[config.mk]
export PLATFORM = sky130hd
export DESIGN_NAME = izh_param_serializer
export DESIGN_NICKNAME = d
export VERILOG_FILES = /design/src/rtl/izh_pkg.sv /design/src/rtl/izh_bit_timer.sv /design/src/rtl/izh_param_serializer.sv
export SDC_FILE = /design/constraint.sdc
export NUM_CORES = 1
export LEC_CHECK = 0
export BUFFER_PORTS_ARGS = -buffer_cell sky130_fd_sc_hd__buf_2
export CORE_MARGIN = 2
export CORE_UTILIZATION = 47
export CTS_CLUSTER_SIZE = 30
export DETAILED_ROUTE_END_ITERATION = 10
export GPL_TIMING_DRIVEN = 0
export PLACE_DENSITY = 0.78
export SLEW_MARGIN = 30
export SYNTH_ARGS = -nofsm -noshare
export SYNTH_HDL_FRONTEND = slang
export SYNTH_HIERARCHICAL = 1
export SYNTH_SLANG_ARGS = --single-unit
[constraint.sdc]
create_clock -name clk -period 7.1 [get_ports clk]
set_input_delay 0.355 -clock clk [delete_from_list [all_inputs] [get_ports clk]]
set_output_delay 0.355 -clock clk [all_outputs]
set_load 0.01 [all_outputs]
[src/rtl/izh_pkg.sv]
// izh_pkg -- shared definitions for the Izhikevich parameter load link.
//
// Holds the serializer state encoding, the parameter geometry (four 8-bit
// parameters a, b, c, d) and the frame-length helper. The frame length
// depends on whether an even-parity bit follows each parameter byte, which
// is selected by the IZH_SER_PARITY_EN macro in the serializer.
package izh_pkg;

    localparam int IZH_PARAM_W        = 8;
    localparam int IZH_NUM_PARAMS     = 4;
    localparam int IZH_DATA_BITS      = IZH_PARAM_W * IZH_NUM_PARAMS;
    localparam int IZH_MAX_FRAME_BITS = (IZH_PARAM_W + 1) * IZH_NUM_PARAMS;

    typedef enum logic [1:0] {
        ST_IDLE     = 2'd0,
        ST_SHIFT    = 2'd1,
        ST_WAIT_ACK = 2'd2,
        ST_DONE     = 2'd3
    } izh_ser_state_t;

    // Number of serial bit periods in one frame.
    function automatic int izh_frame_bits(input bit parity_en);
        return parity_en ? IZH_MAX_FRAME_BITS : IZH_DATA_BITS;
    endfunction

endpackage

[src/rtl/izh_bit_timer.sv]
// izh_bit_timer -- bit-period down-counter shared by the serial link ends.
//
// Holds every serial bit for BIT_DIV enabled cycles. While run is high the
// counter counts down; when it reaches zero bit_tick pulses for one cycle,
// the counter reloads and bit_idx advances. load (re)starts a frame at bit 0.
//
// Ports:
//   clk      in   system clock
//   reset    in   asynchronous active-high reset
//   enable   in   clock enable; low freezes the counter and index
//   load     in   restart the bit period at bit index 0
//   run      in   count while high
//   bit_tick out  one-cycle pulse in the last cycle of each bit period
//   bit_idx  out  index of the bit currently on the line (0-based)
module izh_bit_timer #(
    parameter int BIT_DIV = 4,
    parameter int IDX_W   = 6
) (
    input  logic             clk,
    input  logic             reset,
    input  logic             enable,
    input  logic             load,
    input  logic             run,
    output logic             bit_tick,
    output logic [IDX_W-1:0] bit_idx
);

    localparam int             CNT_W  = 8;
    localparam logic [CNT_W-1:0] DIV_M1 = CNT_W'(BIT_DIV - 1);

    logic [CNT_W-1:0] cnt_q, cnt_d;
    logic [IDX_W-1:0] idx_q, idx_d;

    assign bit_tick = enable && run && !load && (cnt_q == '0);
    assign bit_idx  = idx_q;

    always_comb begin
        cnt_d = cnt_q;
        idx_d = idx_q;
        if (enable) begin
            if (load) begin
                cnt_d = DIV_M1;
                idx_d = '0;
            end else if (run) begin
                if (cnt_q == '0) begin
                    cnt_d = DIV_M1;
                    idx_d = idx_q + IDX_W'(1);
                end else begin
                    cnt_d = cnt_q - CNT_W'(1);
                end
            end
        end
    end

    always_ff @(posedge clk or posedge reset) begin
        if (reset) begin
            cnt_q <= '0;
            idx_q <= '0;
        end else begin
            cnt_q <= cnt_d;
            idx_q <= idx_d;
        end
    end

endmodule

[src/rtl/izh_param_serializer.sv]
// izh_param_serializer -- host-side transmitter for the Izhikevich neuron
// parameter load interface.
//
// On an accepted start the four parameter bytes are latched (a first), sent
// MSB-first on serial_data while load_mode frames them, and then the block
// waits for params_ready. done pulses on acknowledgement; error is a sticky
// timeout flag cleared by the next accepted start.
//
// Configuration macro: IZH_SER_PARITY_EN -- when defined, an even-parity
// bit follows each parameter's LSB and a frame is 36 bits instead of 32.
//
// Ports:
//   clk           in   system clock, rising edge
//   reset         in   asynchronous active-high reset
//   enable        in   clock enable; low freezes all state
//   start         in   frame request, sampled only in IDLE
//   param_a..d    in   parameter bytes, latched on an accepted start
//   params_ready  in   acknowledgement from the receiver
//   load_mode     out  high for the whole frame
//   serial_data   out  current serial bit
//   busy          out  high in every state except IDLE
//   done          out  one-cycle acknowledgement pulse (held while enable low)
//   error         out  sticky acknowledgement-timeout flag
module izh_param_serializer
    import izh_pkg::*;
#(
    parameter int BIT_DIV     = 4,
    parameter int ACK_TIMEOUT = 64
) (
    input  logic                   clk,
    input  logic                   reset,
    input  logic                   enable,
    input  logic                   start,
    input  logic [IZH_PARAM_W-1:0] param_a,
    input  logic [IZH_PARAM_W-1:0] param_b,
    input  logic [IZH_PARAM_W-1:0] param_c,
    input  logic [IZH_PARAM_W-1:0] param_d,
    input  logic                   params_ready,
    output logic                   load_mode,
    output logic                   serial_data,
    output logic                   busy,
    output logic                   done,
    output logic                   error
);

`ifdef IZH_SER_PARITY_EN
    localparam bit PARITY_EN = 1'b1;
`else
    localparam bit PARITY_EN = 1'b0;
`endif

    localparam int                FRAME_BITS = izh_frame_bits(PARITY_EN);
    localparam int                IDX_W      = $clog2(FRAME_BITS);
    localparam logic [IDX_W-1:0]  LAST_IDX   = IDX_W'(FRAME_BITS - 1);
    localparam logic [15:0]       TO_LAST    = 16'(ACK_TIMEOUT - 1);

    izh_ser_state_t        state_q, state_d;
    logic [FRAME_BITS-1:0] sr_q, sr_d;
    logic [FRAME_BITS-1:0] frame_load;
    logic [15:0]           to_cnt_q, to_cnt_d;
    logic                  error_q, error_d;
    logic                  accept;
    logic                  bit_tick;
    logic [IDX_W-1:0]      bit_idx;

    // Frame image in line order: the MSB of the register goes out first.
`ifdef IZH_SER_PARITY_EN
    assign frame_load = {param_a, ^param_a, param_b, ^param_b,
                         param_c, ^param_c, param_d, ^param_d};
`else
    assign frame_load = {param_a, param_b, param_c, param_d};
`endif

    assign accept = enable && start && (state_q == ST_IDLE);

    izh_bit_timer #(
        .BIT_DIV (BIT_DIV),
        .IDX_W   (IDX_W)
    ) u_bit_timer (
        .clk      (clk),
        .reset    (reset),
        .enable   (enable),
        .load     (accept),
        .run      (state_q == ST_SHIFT),
        .bit_tick (bit_tick),
        .bit_idx  (bit_idx)
    );

    always_ff @(posedge clk or posedge reset) begin
        if (reset) begin
            state_q  <= ST_IDLE;
            sr_q     <= '0;
            to_cnt_q <= '0;
            error_q  <= 1'b0;
        end else begin
            state_q  <= state_d;
            sr_q     <= sr_d;
            to_cnt_q <= to_cnt_d;
            error_q  <= error_d;
        end
    end

    always_comb begin
        state_d  = state_q;
        sr_d     = sr_q;
        to_cnt_d = to_cnt_q;
        error_d  = error_q;
        if (enable) begin
            unique case (state_q)
                ST_IDLE: begin
                    if (start) begin
                        sr_d     = frame_load;
                        error_d  = 1'b0;
                        to_cnt_d = '0;
                        state_d  = ST_SHIFT;
                    end
                end
                ST_SHIFT: begin
                    if (bit_tick) begin
                        sr_d = sr_q << 1;
                        if (bit_idx == LAST_IDX) begin
                            to_cnt_d = '0;
                            state_d  = ST_WAIT_ACK;
                        end
                    end
                end
                ST_WAIT_ACK: begin
                    // error_q can only be set here by this frame's timeout
                    // (start clears it), so it marks the exit cycle: the flag
                    // is visible one cycle before busy drops. An ack in the
                    // cycle the count expires still wins.
                    if (error_q) begin
                        state_d = ST_IDLE;
                    end else if (params_ready) begin
                        state_d = ST_DONE;
                    end else begin
                        to_cnt_d = to_cnt_q + 16'd1;
                        if (to_cnt_q == TO_LAST) begin
                            error_d = 1'b1;
                        end
                    end
                end
                ST_DONE: begin
                    state_d = ST_IDLE;
                end
                default: begin
                    state_d = ST_IDLE;
                end
            endcase
        end
    end

    // Outputs decode straight from state so an asynchronous reset clears
    // them without waiting for a clock edge.
    assign busy        = (state_q != ST_IDLE);
    assign load_mode   = (state_q == ST_SHIFT);
    assign serial_data = (state_q == ST_SHIFT) && sr_q[FRAME_BITS-1];
    assign done        = (state_q == ST_DONE);
    assign error       = error_q;

endmodule
# Word level (Yosys, flattened, before mapping)
# Cells that the tools add are included.
classes:
  addsub: 3
  n_eq_ne: 11
  muxes: 26
  n_reduce_logical: 21
op_table:
  columns: ["cell", "count"]
  rows:
  - ["2-to-1 mux 16 bit", 5]
  - ["2-to-1 mux 32 bit", 2]
  - ["one-hot mux 32 bit (2 select lines)", 1]
  - ["one-hot mux 16 bit (3 select lines)", 1]
  - ["2-to-1 mux 8 bit", 3]
  - ["adder 16 x 1 -> 16 bit, second input constant", 1]
  - ["== test 16 x 6 -> 1 bit, second input constant", 1]
  - ["2-to-1 mux 5 bit", 3]
  - ["2-to-1 mux 2 bit", 5]
  - ["!= test 2 bit, second input constant", 5]
  - ["nonzero test 2 bit", 5]
  - ["logical NOT 8 bit", 1]
  - ["one-hot mux 2 bit (4 select lines)", 1]
  - ["subtractor 8 x 1 -> 8 bit, second input constant", 1]
  - ["AND reduction 7 bit", 1]
  - ["logical AND 1 bit", 6]
  - ["AND reduction 3 bit", 2]
  - ["adder 5 x 1 -> 5 bit, second input constant", 1]
  - ["== test 5 bit, second input constant", 1]
  - ["AND reduction 5 bit", 1]
  - ["== test 2 bit, second input constant", 2]
  - ["2-to-1 mux 1 bit", 4]
  - ["AND reduction 4 bit", 1]
  - ["!= test 3 bit, second input constant", 1]
  - ["6 further kinds", 6]
word_totals:
  reg_bits: 64
  input_bits: 37
  out_inout_bits: 5
  elab_cells: 67

# Logic depth before layout (Yosys ltp)
logic_depth:
  depth_word: 7
  ltp_mapped: 11
  depth_no_buf: 9

# By module
# Netlist, hierarchy kept.
modules_own_cells:
  columns: ["module", "n_inst", "cells_each", "area_each_um2", "seq_area_each_um2"]
  rows:
  - ["izh_param_serializer", 1, 268, 2633.8, 1276.2]
  - ["izh_bit_timer", 1, 86, 860.8, 325.3]

# Worst setup path before layout
# No wires, ideal clock.
synth_path:
  path_kind: "register to register"
  startpoint: "register state_q[1]"
  endpoint: "register to_cnt_q[7]"
  setup_ns: 0.126
  arrival_time_ns: 2.642
  required_time_ns: 6.974
  setup_slack_ns: 4.332
  path_stages_with_launch: 11
  n_path_buf: 1
  synth_period_minus_slack_ns: 2.768
  path_cell_list: "dfrtp_1 -> inv_1 -> nand2_2 -> inv_2 -> nor4b_2 -> and3_1 -> mux2_4 -> o21ai_2 -> or2_1 -> buf_2 -> a221o_1"
synth_via:
  elab_cells_between_ends: 16
  classes_between: "eq/ne (7); mux (1); reduce/logical (8)"
synth_rtl:
  columns: ["item", "line_no", "text"]
  rows:
  - ["start, declared", "izh_param_serializer.sv:57", "izh_ser_state_t state_q, state_d;"]
  - ["start signal, assigned", "izh_param_serializer.sv:96", "state_q <= state_d;"]
  - ["== test 2 x 1 -> 1 bit", null, null]
  - ["named net load_mode", "izh_param_serializer.sv:39", "output logic load_mode,"]
  - ["logical AND 1 bit (3 in series)", "izh_bit_timer.sv:34", "assign bit_tick = enable && run && !load && (cnt_q == '0);"]
  - ["named net bit_tick", "izh_param_serializer.sv:63", "logic bit_tick;"]
  - ["!= test 2 bit (no line)", null, null]
  - ["AND reduction 7 bit (no line)", null, null]
  - ["end signal, assigned", "izh_param_serializer.sv:98", "to_cnt_q <= to_cnt_d;"]
  - ["end, declared", "izh_param_serializer.sv:60", "logic [15:0] to_cnt_q, to_cnt_d;"]
# The timed path passes the listed nets, and every way through them passes these cells.
# A chain may end at the register's enable or synchronous reset.

# Final worst setup path
layout_path:
  startpoint: "register state_q[1]"
  endpoint: "register to_cnt_q[7]"
layout_via:
  elab_chain_cells: 7
  elab_cells_between_ends: 16
  classes_between: "eq/ne (7); mux (1); reduce/logical (8)"
layout_lines:
  columns: ["item", "line_no", "text"]
  rows:
  - ["logical NOT 2 bit", "izh_param_serializer.sv:74", "assign accept = enable && start && (state_q == ST_IDLE);"]
  - ["logical AND 1 bit", "izh_param_serializer.sv:74", null]
  - ["logical NOT 1 bit", "izh_bit_timer.sv:34", null]
  - ["logical AND 1 bit * (2 in series)", "izh_bit_timer.sv:34", null]
  - ["named net bit_tick", "izh_param_serializer.sv:63", null]
  - ["!= test 2 bit (no line) *", null, null]
  - ["AND reduction 7 bit (no line) *", null, null]
# The timed path passes the listed nets; every way through them passes the cells marked *.

==> impl_metrics.toml <==
[outcome]
outcome = "complete, no violations"

[global_routing]
antenna_found_initial = 0
gr-total-overflow = 0
grt_pass1_wl_mm = 13.3
grt_start_max_net_pins = 52
grt_pass1_vias = 2844
grt.total_usage_pct = 19.8

[detailed_routing]
ant_nets = 0
met2WireLength_mm = 3.63
routed.top_layer = "met4"
vias = 2952
wl_met3_um = 401
first_pass_iters = 4
wl_met1_mm = 3.49
wirelength_mm = 7.66
drc = 0
drt-vias-per-instance = 5.79
drt_iter0_drc = 164
wl_per_cell_um = 15.0

[synthesis]
synth.distinct_cells = 64
synthCells = 354
yosys_warnings = 6
ys.flop_type = "dfrtp_1"
synth.area.top_cells = "dfrtp_1 (46%), mux2i_1 (9.2%), o21ai_0 (6.0%)"
syn_nets = 395
syn_area_per_cell_um2 = 9.87
synth-edff-count = 0
syn_area_um2 = 3490
async_reset_ff_share_pct = 100
yosys.area.top_type = "dfrtp_1"
seq_area_frac_synth_pct = 45.8
yosys-top-cells-count = "dfrtp_1 (64), nand2_1 (46), o21ai_0 (42)"
synth_top_area_share_pct = 45.8
yosysMostFrequentCell = "dfrtp_1"
synth-seq-cells = 64

[setup_path]
startpoint_type = "flip-flop"
crit_buf_inv = 3
critPathRequiredTime_ns = 7.34
critPathCaptureType = "flip-flop"
cp_max_fo = 16
worstSetupPathType = "reg -> reg"
slowest_delay_ns = 0.69
crit_arrival_ns = 3.58
cp_slowest_cell = "nor4b_2"
crit_chain = "inv_1 -> nand2_2 -> inv_2 -> nor4b_2 -> and3_1 -> mux2_4 -> o21ai_2 -> or2_1 -> buf_2 -> a221o_1"
crit_family = "simple AND/OR/NAND/NOR gates"

[final_layout]
area_growth_pct = 15.3
n_fill_cell = 659
final_util_pct = 55.8
stdcell_count = 510
drive_gt1_share_pct = 21.2
antennaDiodeCount = 0
fin_nets = 447

[clock_tree]
clk_latency_ns = 0.36
cts.sink_count = 64
cts.clk_slew.worst_paths_ns = 0.08
cts_resized = 0
post_cts_buffers = 0
ctsHoldBuffers = 0
clock_path_buffers = 2
cts_tree = "done"
htreeDepth = 3
clockRootBuffer = "clkbuf_8"
numCtsBuffers = 9

[die]
dieArea_um2 = 8140
floorplan.initialDensity_pct = 48.4
die_y_um = 90.2
rows = 31
ioPinCount = 42
coreArea_um2 = 7210
die_width_um = 90.2

[place]
dpl.hpwl_mm = 5.42
port_buffers = 41
place_inst = 494
gp_congestion = 0.859

[sta]
skew_ns = 0.0108
tightest_slew_ns = 0.744
setup_viol = 0
final.setup.tns_ns = 0
layout_min_cycle_time_ns = 3.34
rsz0062_at_grt = "false"
hold_violations = 0
slew_violations = 0
max_freq_mhz = 299
slew_headroom_pct = 50.3
whs_ns = 0.0328
finalCritPeriodShare_pct = 47.1

[pwr]
p_per_area_nw_per_um2 = 357
ir_worst_vdd_v = 0.000182
leakage_nw = 1.88

[min_path]
hp-class = "in -> async"

[job]
maxCapViolations = 0
## logic make-up (layout without fill, tap and decap cells)
| logic type | count (synthesis) | in the layout | share of synthesized area, % |
|---|---|---|---|
| XOR/XNOR | 1 | 1 | 0.251 |
| AO/OA/AOI/OAI | 94 | 94 | 17.5 |
| flip-flops | 64 | 64 | 45.8 |
| AND/OR/NAND/NOR | 127 | 127 | 21.1 |
| buffers and inverters | 31 | 88 | 4.30 |
| multiplexers | 33 | 33 | 9.60 |
| adder cells (fa/ha/maj) | 4 | 4 | 1.43 |
## layer usage
metal  track usage [%]  up-vias
li1                  -     1430
met1              27.0     1447
met2              30.7       63
met3              3.94       12
met4              8.85        0
met5                 0        -
## through the flow
step | cell area, um^2 | setup WS [ns] | power (mW)
after floorplan | 3490 | 4.33 | 0.976
after global placement | 3820 | 3.82 | 1.09
after detailed placement | 3830 | 3.78 | 1.12
after CTS | 4030 | 3.75 | 1.44
after global routing | 4030 | 3.49 | 1.54
final | 4030 | 3.76 | 1.44
## flip-flops by register name (all words and copies together), names as in the netlist
signal / flops
sr_q: 32
to_cnt_q: 16
u_bit_timer/cnt_q: 8
u_bit_timer/bit_idx: 5
state_q: 2
error: 1
## report_power, final
| group | internal, mW | total, mW | leakage, nW | switching, mW |
|---|---|---|---|---|
| clock | 0.165 | 0.327 | 0.0925 | 0.162 |
| sequential | 0.471 | 0.557 | 0.817 | 0.0864 |
| combinational | 0.238 | 0.555 | 0.974 | 0.316 |
| total | 0.874 | 1.44 | 1.88 | 0.565 |
## worst paths after layout
check | start | to | slack, ns | depth (start not counted)
setup / recovery | state_q[1] | to_cnt_q[7] | 3.76 | 10
hold / removal | reset | u_bit_timer/bit_idx[3] | 0.03 | 2
setup reg to reg | state_q[1] | to_cnt_q[7] | 3.76 | 10
hold reg to reg | sr_q[21] | sr_q[21] | 0.48 | 2
max in group asynchronous | reset | sr_q[1] | 6.59 | 2
min in group clk | param_d[0] | sr_q[0] | 0.28 | 3
## cell type report
class                   instances  area (um^2)  area share (%)
inverters                      12         47.5            1.18
clock inverters                 7         78.8            1.96
plain buffers                  19          105            2.61
well taps                      99          124            3.07
multi-input cells             259         1740            43.3
repair buffers                 41          205            5.09
clock buffers                   9          124            3.07
flip-flops and latches         64         1600            39.8
## cells in the final DEF, fill, tap and decap left out, types with 3 or more instances in the layout
cell / count
dfrtp_1: 64
nand2_1: 46
buf_2: 45
o21ai_0: 42
mux2i_1: 32
nand3_1: 12
nand4_1: 11
inv_1: 10
clkbuf_8: 9
clkbuf_1: 8
and3_1: 7
nor2_1: 7
o211ai_1: 7
or4_1: 7
nand2b_1: 6
a31oi_1: 6
a21oi_1: 5
and4_1: 4
o31ai_1: 4
ha_1: 4
a22oi_1: 4
buf_4: 3
nor3_1: 3
a211o_1: 3
nor4_1: 3
clkinvlp_4: 3
(Power assumes the default switching activity.)
